**src/rtl/uart_tx_arb.sv**
```systemverilog
// Two-requester round-robin arbiter that feeds bytes to a UART transmitter and supervises its busy/done handshake.
// Optional build macro TX_ARB_LOCK_EN adds per-requester lock inputs that keep the grant with one requester.
module uart_tx_arb #(
    parameter int TIMEOUT_CYC = 16
) (
    input  logic       clk,
    input  logic       reset,
    input  logic       req0_valid,
    input  logic [7:0] req0_data,
    input  logic       req1_valid,
    input  logic [7:0] req1_data,
`ifdef TX_ARB_LOCK_EN
    input  logic       req0_lock,
    input  logic       req1_lock,
`endif
    output logic       req0_ready,
    output logic       req1_ready,
    output logic       tx_start,
    output logic [7:0] tx_din,
    input  logic       tx_busy,
    input  logic       tx_done,
    output logic       grant_id,
    output logic       arb_busy,
    output logic       err_timeout
);

    localparam int CNT_W = $clog2(TIMEOUT_CYC) + 1;
    localparam logic [CNT_W-1:0] CNT_LAST = CNT_W'(TIMEOUT_CYC - 1);

    typedef enum logic [1:0] {
        IDLE      = 2'd0,
        LAUNCH    = 2'd1,
        WAIT_BUSY = 2'd2,
        WAIT_DONE = 2'd3
    } state_t;

    state_t           state, state_nxt;
    logic [CNT_W-1:0] to_cnt, to_cnt_nxt;
    logic             rr_prio;     // requester that wins the next tie
    logic             elig0, elig1;
    logic             accept, winner, timeout_hit;

`ifdef TX_ARB_LOCK_EN
    logic lock_hold;

    // While a lock is held only the current owner may be granted, even if the other side waits.
    assign elig0 = req0_valid && (!lock_hold || !grant_id);
    assign elig1 = req1_valid && (!lock_hold ||  grant_id);

    always_ff @(posedge clk or posedge reset) begin
        if (reset)
            lock_hold <= 1'b0;
        else if (state == WAIT_DONE && tx_done)
            lock_hold <= grant_id ? req1_lock : req0_lock;
        else if (timeout_hit)
            lock_hold <= 1'b0;
    end
`else
    assign elig0 = req0_valid;
    assign elig1 = req1_valid;
`endif

    assign accept      = (state == IDLE) && (elig0 || elig1);
    assign winner      = (elig0 && elig1) ? rr_prio : elig1;
    assign timeout_hit = (state == WAIT_BUSY) && !tx_busy && (to_cnt == CNT_LAST);

    // Ready is combinational from state, so it is also gated by reset to stay low while reset is held.
    assign req0_ready  = accept && !winner && !reset;
    assign req1_ready  = accept &&  winner && !reset;
    assign tx_start    = (state == LAUNCH);
    assign arb_busy    = (state != IDLE);
    assign err_timeout = timeout_hit;

    always_comb begin
        // NOTE: every output of this block gets a default first so no path can infer a latch.
        state_nxt  = state;
        to_cnt_nxt = to_cnt;
        case (state)
            IDLE: begin
                if (accept)
                    state_nxt = LAUNCH;
            end
            LAUNCH: begin
                state_nxt  = WAIT_BUSY;
                to_cnt_nxt = '0;
            end
            WAIT_BUSY: begin
                if (tx_busy)
                    state_nxt = WAIT_DONE;
                else if (timeout_hit)
                    state_nxt = IDLE;
                else
                    to_cnt_nxt = to_cnt + CNT_W'(1);
            end
            WAIT_DONE: begin
                if (tx_done)
                    state_nxt = IDLE;
            end
            default: state_nxt = IDLE;
        endcase
    end

    // NOTE: sequential state uses non-blocking assignments so every register samples pre-edge values.
    always_ff @(posedge clk or posedge reset) begin
        if (reset) begin
            state    <= IDLE;
            to_cnt   <= '0;
            tx_din   <= 8'h00;
            grant_id <= 1'b0;
            rr_prio  <= 1'b0;
        end else begin
            state  <= state_nxt;
            to_cnt <= to_cnt_nxt;
            // tx_din only changes on an accept, so it stays stable for the whole frame.
            if (accept) begin
                tx_din   <= winner ? req1_data : req0_data;
                grant_id <= winner;
                rr_prio  <= ~winner;
            end
        end
    end

endmodule

```
**config.mk**
```make
export PLATFORM = sky130hd
export DESIGN_NAME = uart_tx_arb
export DESIGN_NICKNAME = d
export VERILOG_FILES = /design/src/rtl/uart_tx_arb.sv
export SDC_FILE = /design/constraint.sdc
export NUM_CORES = 1
export LEC_CHECK = 0
export ABC_AREA = 1
export CORE_MARGIN = 2
export CORE_UTILIZATION = 40
export DETAILED_ROUTE_END_ITERATION = 7
export PLACE_DENSITY_LB_ADDON = 0.25
export SLEW_MARGIN = 0
export SYNTH_ARGS = -nofsm -noshare
export SYNTH_HDL_FRONTEND = slang
export SYNTH_SLANG_ARGS = --single-unit
```
**constraint.sdc**
```tcl
create_clock -name clk -period 1.3 [get_ports clk]
set_input_delay 0.26 -clock clk [delete_from_list [all_inputs] [get_ports clk]]
set_output_delay 0.26 -clock clk [all_outputs]
set_load 0.05 [all_outputs]
```
# Word level (Yosys, flattened, before mapping)

Index checks and enable logic that the tools add are counted.

Output and inout bits: 14
Flip-flop bits (word level): 17
Input port bits: 22
Word-level logic and storage cells: 43

Mux-type cells: 10
Reductions and logical operators: 17
Add/sub/neg operators: 1
Equality and inequality tests: 9
Bitwise operators: 1

Operators by type and width:

| cell                  | number |
|---|---|
| $mux W5               | 2 |
| $pmux W5 S2           | 1 |
| $logic_and A1 B1 Y1   | 8 |
| $mux W2               | 4 |
| $mux W8               | 1 |
| $ne A2 B2 Y1 const B  | 4 |
| $pmux W2 S4           | 1 |
| $reduce_and A3 Y1     | 2 |
| $add A5 B1 Y5 const B | 1 |
| $eq A5 B4 Y1 const B  | 1 |
| $eq A2 B2 Y1 const B  | 2 |
| $reduce_bool A2 Y1    | 2 |
| $logic_not A1 Y1      | 3 |
| $ne A3 B3 Y1 const B  | 1 |
| $eq A2 B1 Y1 const B  | 1 |
| $logic_not A2 Y1      | 1 |
| $logic_or A1 B1 Y1    | 1 |
| $mux W1               | 1 |
| $not A1 Y1            | 1 |

# Depth between registers and ports, before layout

Gate-level depths: netlist (run 1).

Word-level depth: 6
Gate-level depth with buffers: 9
Gate-level depth less buffers: 9

# Worst setup path before layout (run 1)

No wires, ideal clock.

Path kind: flip-flop to output port
Start point: register state[1]
End point: output req0_ready
Path slack: -0.770 ns
Buffers on the path: 1
Arrival time: 1.810 ns
Cell stages (with the launch flop): 8
Required time: 1.040 ns
Path through: dfrtp_1 inv_1 ha_1 inv_2 nor2_4 buf_4 nand2_2 nor2_1

Longest elaborated chain between the ends: 4

Ends and longest elaborated chain:

| what                              | line | text |
|---|---|---|
| start, declared                   | 37   | `state_t state, state_nxt;` |
| start signal, assigned            | 112  | `state <= state_nxt;` |
| $logic_not A2 Y1                  | 63   | `assign accept = (state == IDLE) && (elig0 \|\| elig1);` |
| $logic_and A1 B1 Y1               | 63   |  |
| $logic_and A1 B1 Y1 (2 in series) | 68   | `assign req0_ready = accept && !winner && !reset;` |
| end, declared                     | 16   | `output logic req0_ready,` |

Every way passes these cells.

# Worst setup path after layout (run 1)

Start point: register to_cnt[1]
End point: output err_timeout

Longest elaborated chain between the ends: 2

Ends and longest elaborated chain:

| what                   | line | text |
|---|---|---|
| start, declared        | 38   | `logic [CNT_W-1:0] to_cnt, to_cnt_nxt;` |
| start signal, assigned | 113  | `to_cnt <= to_cnt_nxt;` |
| $eq A5 B4 Y1           | 65   | `assign timeout_hit = (state == WAIT_BUSY) && !tx_busy && (to_cnt == CNT_LAST);` |
| $logic_and A1 B1 Y1    | 65   |  |
| end, declared          | 24   | `output logic err_timeout` |

Every way passes these cells.

==> results of run 1 <==
-- power by group through the flow --
| stage | Combinational [mW] | Sequential (mW) | Clock, mW |
|---|---|---|---|
| after detailed placement | 2.96 | 0.941 | 0 |
| after CTS | 3.22 | 0.931 | 0.305 |
| after floorplan | 1.15 | 1.36 | 0 |
| after global placement | 2.87 | 0.934 | 0 |
| final | 3.35 | 0.939 | 0.308 |
| after global routing | 3.56 | 0.959 | 0.335 |
-- layout by cell type (no fill, tap or decap), types with 3 or more instances in the layout --
cell / count
nand2_1: 35
buf_4: 23
clkdlybuf4s50_1: 21
dfrtp_1: 17
nand3_1: 15
buf_12: 15
nand4_1: 11
inv_1: 10
buf_6: 8
nor2_4: 5
nand3_2: 5
inv_2: 4
nor2_2: 4
ha_1: 3
clkbuf_4: 3
-- metal layers --
metal / GRT usage [%] / share of wire, %
met3: 4.64 / 5.0
met5: 0 / 0
met1: 31.6 / 37
met4: 11.3 / 2.6
met2: 46.2 / 56
-- Yosys cell counts, types with 2 or more instances --
master	count	area share, %
nor2_1	3	1.1
inv_2	3	1.1
ha_1	7	8.5
nor2_2	4	2.4
nand2_1	35	13
dfrtp_1	17	41
nand4_1	11	6.7
nand2_2	3	1.8
inv_1	14	5.1
buf_4	2	1.5
o21ai_1	2	0.97
nand3_1	20	9.7
nor2_4	2	2.2
-- path summary, 6_finish.rpt --
kind                            startpoint           to  slack [ps]  depth (start not counted)
worst max-delay path             to_cnt[1]  err_timeout        -500                          7
worst min-delay path                 reset     grant_id         470                          3
worst max register to register   to_cnt[1]    to_cnt[0]        -400                         11
worst min register to register   to_cnt[4]    to_cnt[4]         500                          2
max in group asynchronous            reset    to_cnt[4]         700                          3
min in group clk                 to_cnt[4]    to_cnt[4]         500                          2
-- sequential cells by signal, indices dropped and copies added, names as in the netlist --
register,cells
to_cnt,5
grant_id,1
state,2
rr_prio,1
tx_din,8
-- kinds of logic (layout without fill, tap and decap cells) --
logic type | count (synthesis) | after routing | share of synthesized area [%]
buf+inv | 20 | 88 | 8.11
simple gates | 82 | 82 | 40.8
fa+ha+maj | 7 | 7 | 8.47
flops | 17 | 17 | 41.2
compound gates | 3 | 3 | 1.45
-- final cells by class --
type	instances	area, µm²
tap	30	37.5
multi-input combinational	92	627
inverter	17	76.3
clock buffer	4	26.3
sequential	17	425
timing repair buffer	67	773
fill	139	489
-- critical path, delay by kind of cell, from the launching register on --
family        cells  cell delay, ps
flops             1             370
simple gates      2             200
fa+ha+maj         2             440
buf+inv           3             220
-- stage by stage --
step | utilization (%) | cell area (µm²) | TNS (ps) | instances | hold slack (ps)
global placement | 72.4 | 1780 | -3100 | 212 | 461
finish | 80.1 | 1970 | -4770 | 227 | 474
global route | 80.1 | 1970 | -6210 | 227 | 499
CTS | 78.8 | 1930 | -3790 | 225 | 472
floorplan | - | 1100 | -1030 | 129 | 186
detailed placement | 72.4 | 1780 | -3860 | 212 | 475
-- timing repair --
item,in CTS,in global routing
endpoints found under the setup margin,21,22
resized for setup,15,7
setup buffers,9,5
pin swaps,11,8
==> impl_metrics.ini, run 1 <==
[outcome]
status = finished with violations
violations = setup timing

[timing]
min_period_ps = 1800
skew_ps = 1.24
max_freq_mhz = 555
worst_pin_slew_ps = 280
slew_viol_final = 0
finalHoldViolations = 0
setup_viol = 22
maxSlewHeadroom_pct = 81.3
fin_crit_sh_pct = 139
setup_ws_ps = -501
rsz0062_at_grt = yes

[placement]
place_ws_ps = -303
dp_hpwl_mm = 2.39
globalplace.congestion = 0.815
place.port_buffers = 35

[detailed_routing]
drc = 0
routed_via_density = 5.15
vias = 1170
routed_wirelength_mm = 3.55
drt_first_pass_iters = 4
ant_nets = 0
wl_per_cell_um = 15.6
drt_iter0_markers = 22

[die]
io_pins = 36
placementRows = 18
die_h_um = 54.8
die_w_um = 54.8
dieArea_um2 = 3010
core_area_um2 = 2450
initial_core_util_pct = 42.1

[cts]
cts.reportedPaths.clkPinSlew_ps = 100
clock_latency_ps = 310
htree_levels = 1
root_buffer = clkbuf_4
cts_buffer_depth = 2
holdBufCountCts = 0
cts.sinks = 17
cts_made_buffers = 3
cts_tree = built

[run]
drv_cap = 0

[pwr]
netSwitchingFraction_pct = 46.9
combPwrFrac_pct = 72.9
p_leak_nw = 0.935
p_total_mw = 4.60
p_seq_share_pct = 20.4
powerDensity_nw_per_um2 = 2340
p_switching_mw = 2.15
ir_drop_uv = 1960
p_clk_share_pct = 6.7
p_int_mw = 2.44

[final_layout]
diodes = 0
area_growth_pct = 90.2
finalNetCount = 227
drive_gt1_share_pct = 42.1

[synth]
async_flop_share_pct = 100
synth_cells = 129
ys_seq_area_share_pct = 41.2
synth_area_per_cell_um2 = 8.01
syn_area_um2 = 1030
synth.distinct_cells = 19
synth_edf_count = 0
synth_nets = 158
ys_seq_elements = 17
synth_ff_type = dfrtp_1
synth_warnings = 0

[critical_path]
critPathLaunchType = register
worstSetupEndpointType = output port
crit_chain = ha_2, inv_2, nor3_2, ha_2, inv_4, nor2_4, buf_12
worstPathRequired_ps = 1040
crit_fanout = 2
critPathKind = reg -> out
critPathSlowestCell = dfrtp_1
critPathMaxStageDelay_ps = 370
arrival_ps = 1540
path_common_cell = ha_2

[worst_hold_path]
holdCritPathClass = in -> async

[global_routing]
track_usage_pct = 26.5
grt_pass1_vias = 1222
grt_first_pass_wirelength_mm = 5.58
grt_max_degree = 18
overflow = 0
antenna_found_initial = 0
(Power assumes the default switching activity.)
==> run 2, diff against run 1 <==
Clock period 1.3 ns to 1.65 ns, I/O delays scaled along.
==> run 2 against run 1 <==
Net effect:
- the flow still finishes with violations (setup timing)
- cell count down 1.3%
- sequential power down 29%
- non-clock buffer count down 3
- clock power down 27%
- global-route usage down 5.1 points
- utilization down 8.4 points
- setup slack better by 320 ps
- combinational power down 37%
- clock skew up 1.7 ps
- die area unchanged
- critical path depth unchanged
- register-to-register slack better by 430 ps
- critical path type unchanged
- highest routed layer unchanged
==> impl_metrics.ini, run 2 (synthesis gave the netlist of run 1 again) <==
[outcome]
status = finished with violations
violations = setup timing

[global_routing]
grt_first_pass_wirelength_mm = 4.62
grt_pass1_vias = 1129
overflow = 0
antenna_found_initial = 0
track_usage_pct = 21.4
grt_max_degree = 11

[run]
drv_cap = 0

[final_layout]
drive_gt1_share_pct = 39.7
fin_area_um2 = 1760
layout_common_cells = buf_4, nand2_1, clkdlybuf4s50_1, nand3_1, dfrtp_1
seq_area_um2 = 425
instances_no_fill = 224
finalNetCount = 224
area_growth_pct = 70.3
largest_register_ffs = 8
multi_input_area_um2 = 609
layout_commonest_cell = buf_4
top_register = tx_din
largest_registers = tx_din x8, to_cnt x5, state x2
fill_cells = 182
diodes = 0

[timing]
maxSlewHeadroom_pct = 82.8
setup_ws_ps = -183
max_freq_mhz = 545
finalHoldViolations = 0
min_period_ps = 1830
rsz0062_at_grt = yes
slew_viol_final = 0
skew_ps = 2.94
setup_viol = 3
worst_pin_slew_ps = 257
hold_slack_ps = 492
fin_crit_sh_pct = 111

[pwr]
p_leak_nw = 0.874
ir_drop_uv = 1590
powerDensity_nw_per_um2 = 1700
p_total_mw = 3.00

[cts]
htree_levels = 1
root_buffer = clkbuf_4
clock_latency_ps = 280
cts.reportedPaths.clkPinSlew_ps = 110
cts_made_buffers = 3
cts_tree = built
cts.sinks = 17
holdBufCountCts = 0
cts_buffer_depth = 2

[detailed_routing]
route.met2.wl_mm = 1.57
vias = 1120
drt_iter0_markers = 20
wl_met3_um = 169
wl_met1_mm = 1.14
wl_per_cell_um = 13.0
routed_via_density = 5.00
drc = 0
drt_first_pass_iters = 4
routed_wirelength_mm = 2.92
highest_layer = met4
ant_nets = 0

[critical_path]
critPathLaunchType = register
crit_fanout = 2
worstSetupEndpointType = output port
critPathKind = reg -> out
arrival_ps = 1500
worstPathRequired_ps = 1320
reg2reg_depth = 10

[die]
placementRows = 18
initial_core_util_pct = 42.1
die_w_um = 54.8
dieArea_um2 = 3010
core_area_um2 = 2450
io_pins = 36
die_h_um = 54.8

[placement]
dp_hpwl_mm = 2.20
placed_area_um2 = 1580
place.port_buffers = 35
dp.cells = 208
globalplace.congestion = 0.770

[worst_hold_path]
min_path_cells = 2
holdCritPathClass = reg -> reg
==> run 2: path summary, 6_finish.rpt <==
| path | endpoint | startpoint | slack (ps) |
|---|---|---|---|
| worst max-delay path | err_timeout | to_cnt[0] | -180 |
| worst min-delay path | grant_id | grant_id | 490 |
| worst max register to register | to_cnt[0] | to_cnt[1] | 30 |
| worst min register to register | grant_id | grant_id | 490 |
| max in group asynchronous | tx_din[1] | reset | 990 |
| min in group asynchronous | state[1] | reset | 530 |
==> run 2: layer usage <==
layer | vias up | GRT usage, %
li1 | 555 | -
met1 | 520 | 23.2
met2 | 39 | 41.5
met3 | 6 | 3.28
met4 | 0 | 6.67
met5 | - | 0
==> run 2: final cells by class <==
class,instances,share of cell area [%]
tap,30,2.13
sequential,17,24.2
timing repair buffer,64,33.8
clock buffer,3,1.28
inverter,17,3.77
multi-input combinational,92,34.6
clock inverter,1,0.284
==> run 2: worst max-delay path, cell delays in order, from the launching register on <==
cell	delay [ps]
dfrtp_1	370
ha_2	190
inv_2	50
nor3_4	120
ha_2	210
inv_2	50
nor2_4	90
buf_12	140
==> run 2: through the flow <==
step                worst slack [ps]  setup TNS, ps  utilization (%)
floorplan                       -112           -112                -
global placement               -13.9          -13.9             64.5
detailed placement             -75.8           -209             64.5
CTS                             -277           -361             69.4
global route                    -297           -795             71.7
finish                          -183           -276             71.7
==> run 2: repair_timing <==
action / CTS / global route
setup buffers: 9 / 5
pin swaps: 10 / 4
endpoints found under the setup margin: 6 / 7
resized for setup: 12 / 5
==> run 2: report_power, final <==
group / leakage (nW) / internal (mW) / switching, mW
Combinational: 0.641 / 0.849 / 1.26
Sequential: 0.216 / 0.578 / 0.0881
Clock: 0.0177 / 0.0899 / 0.135
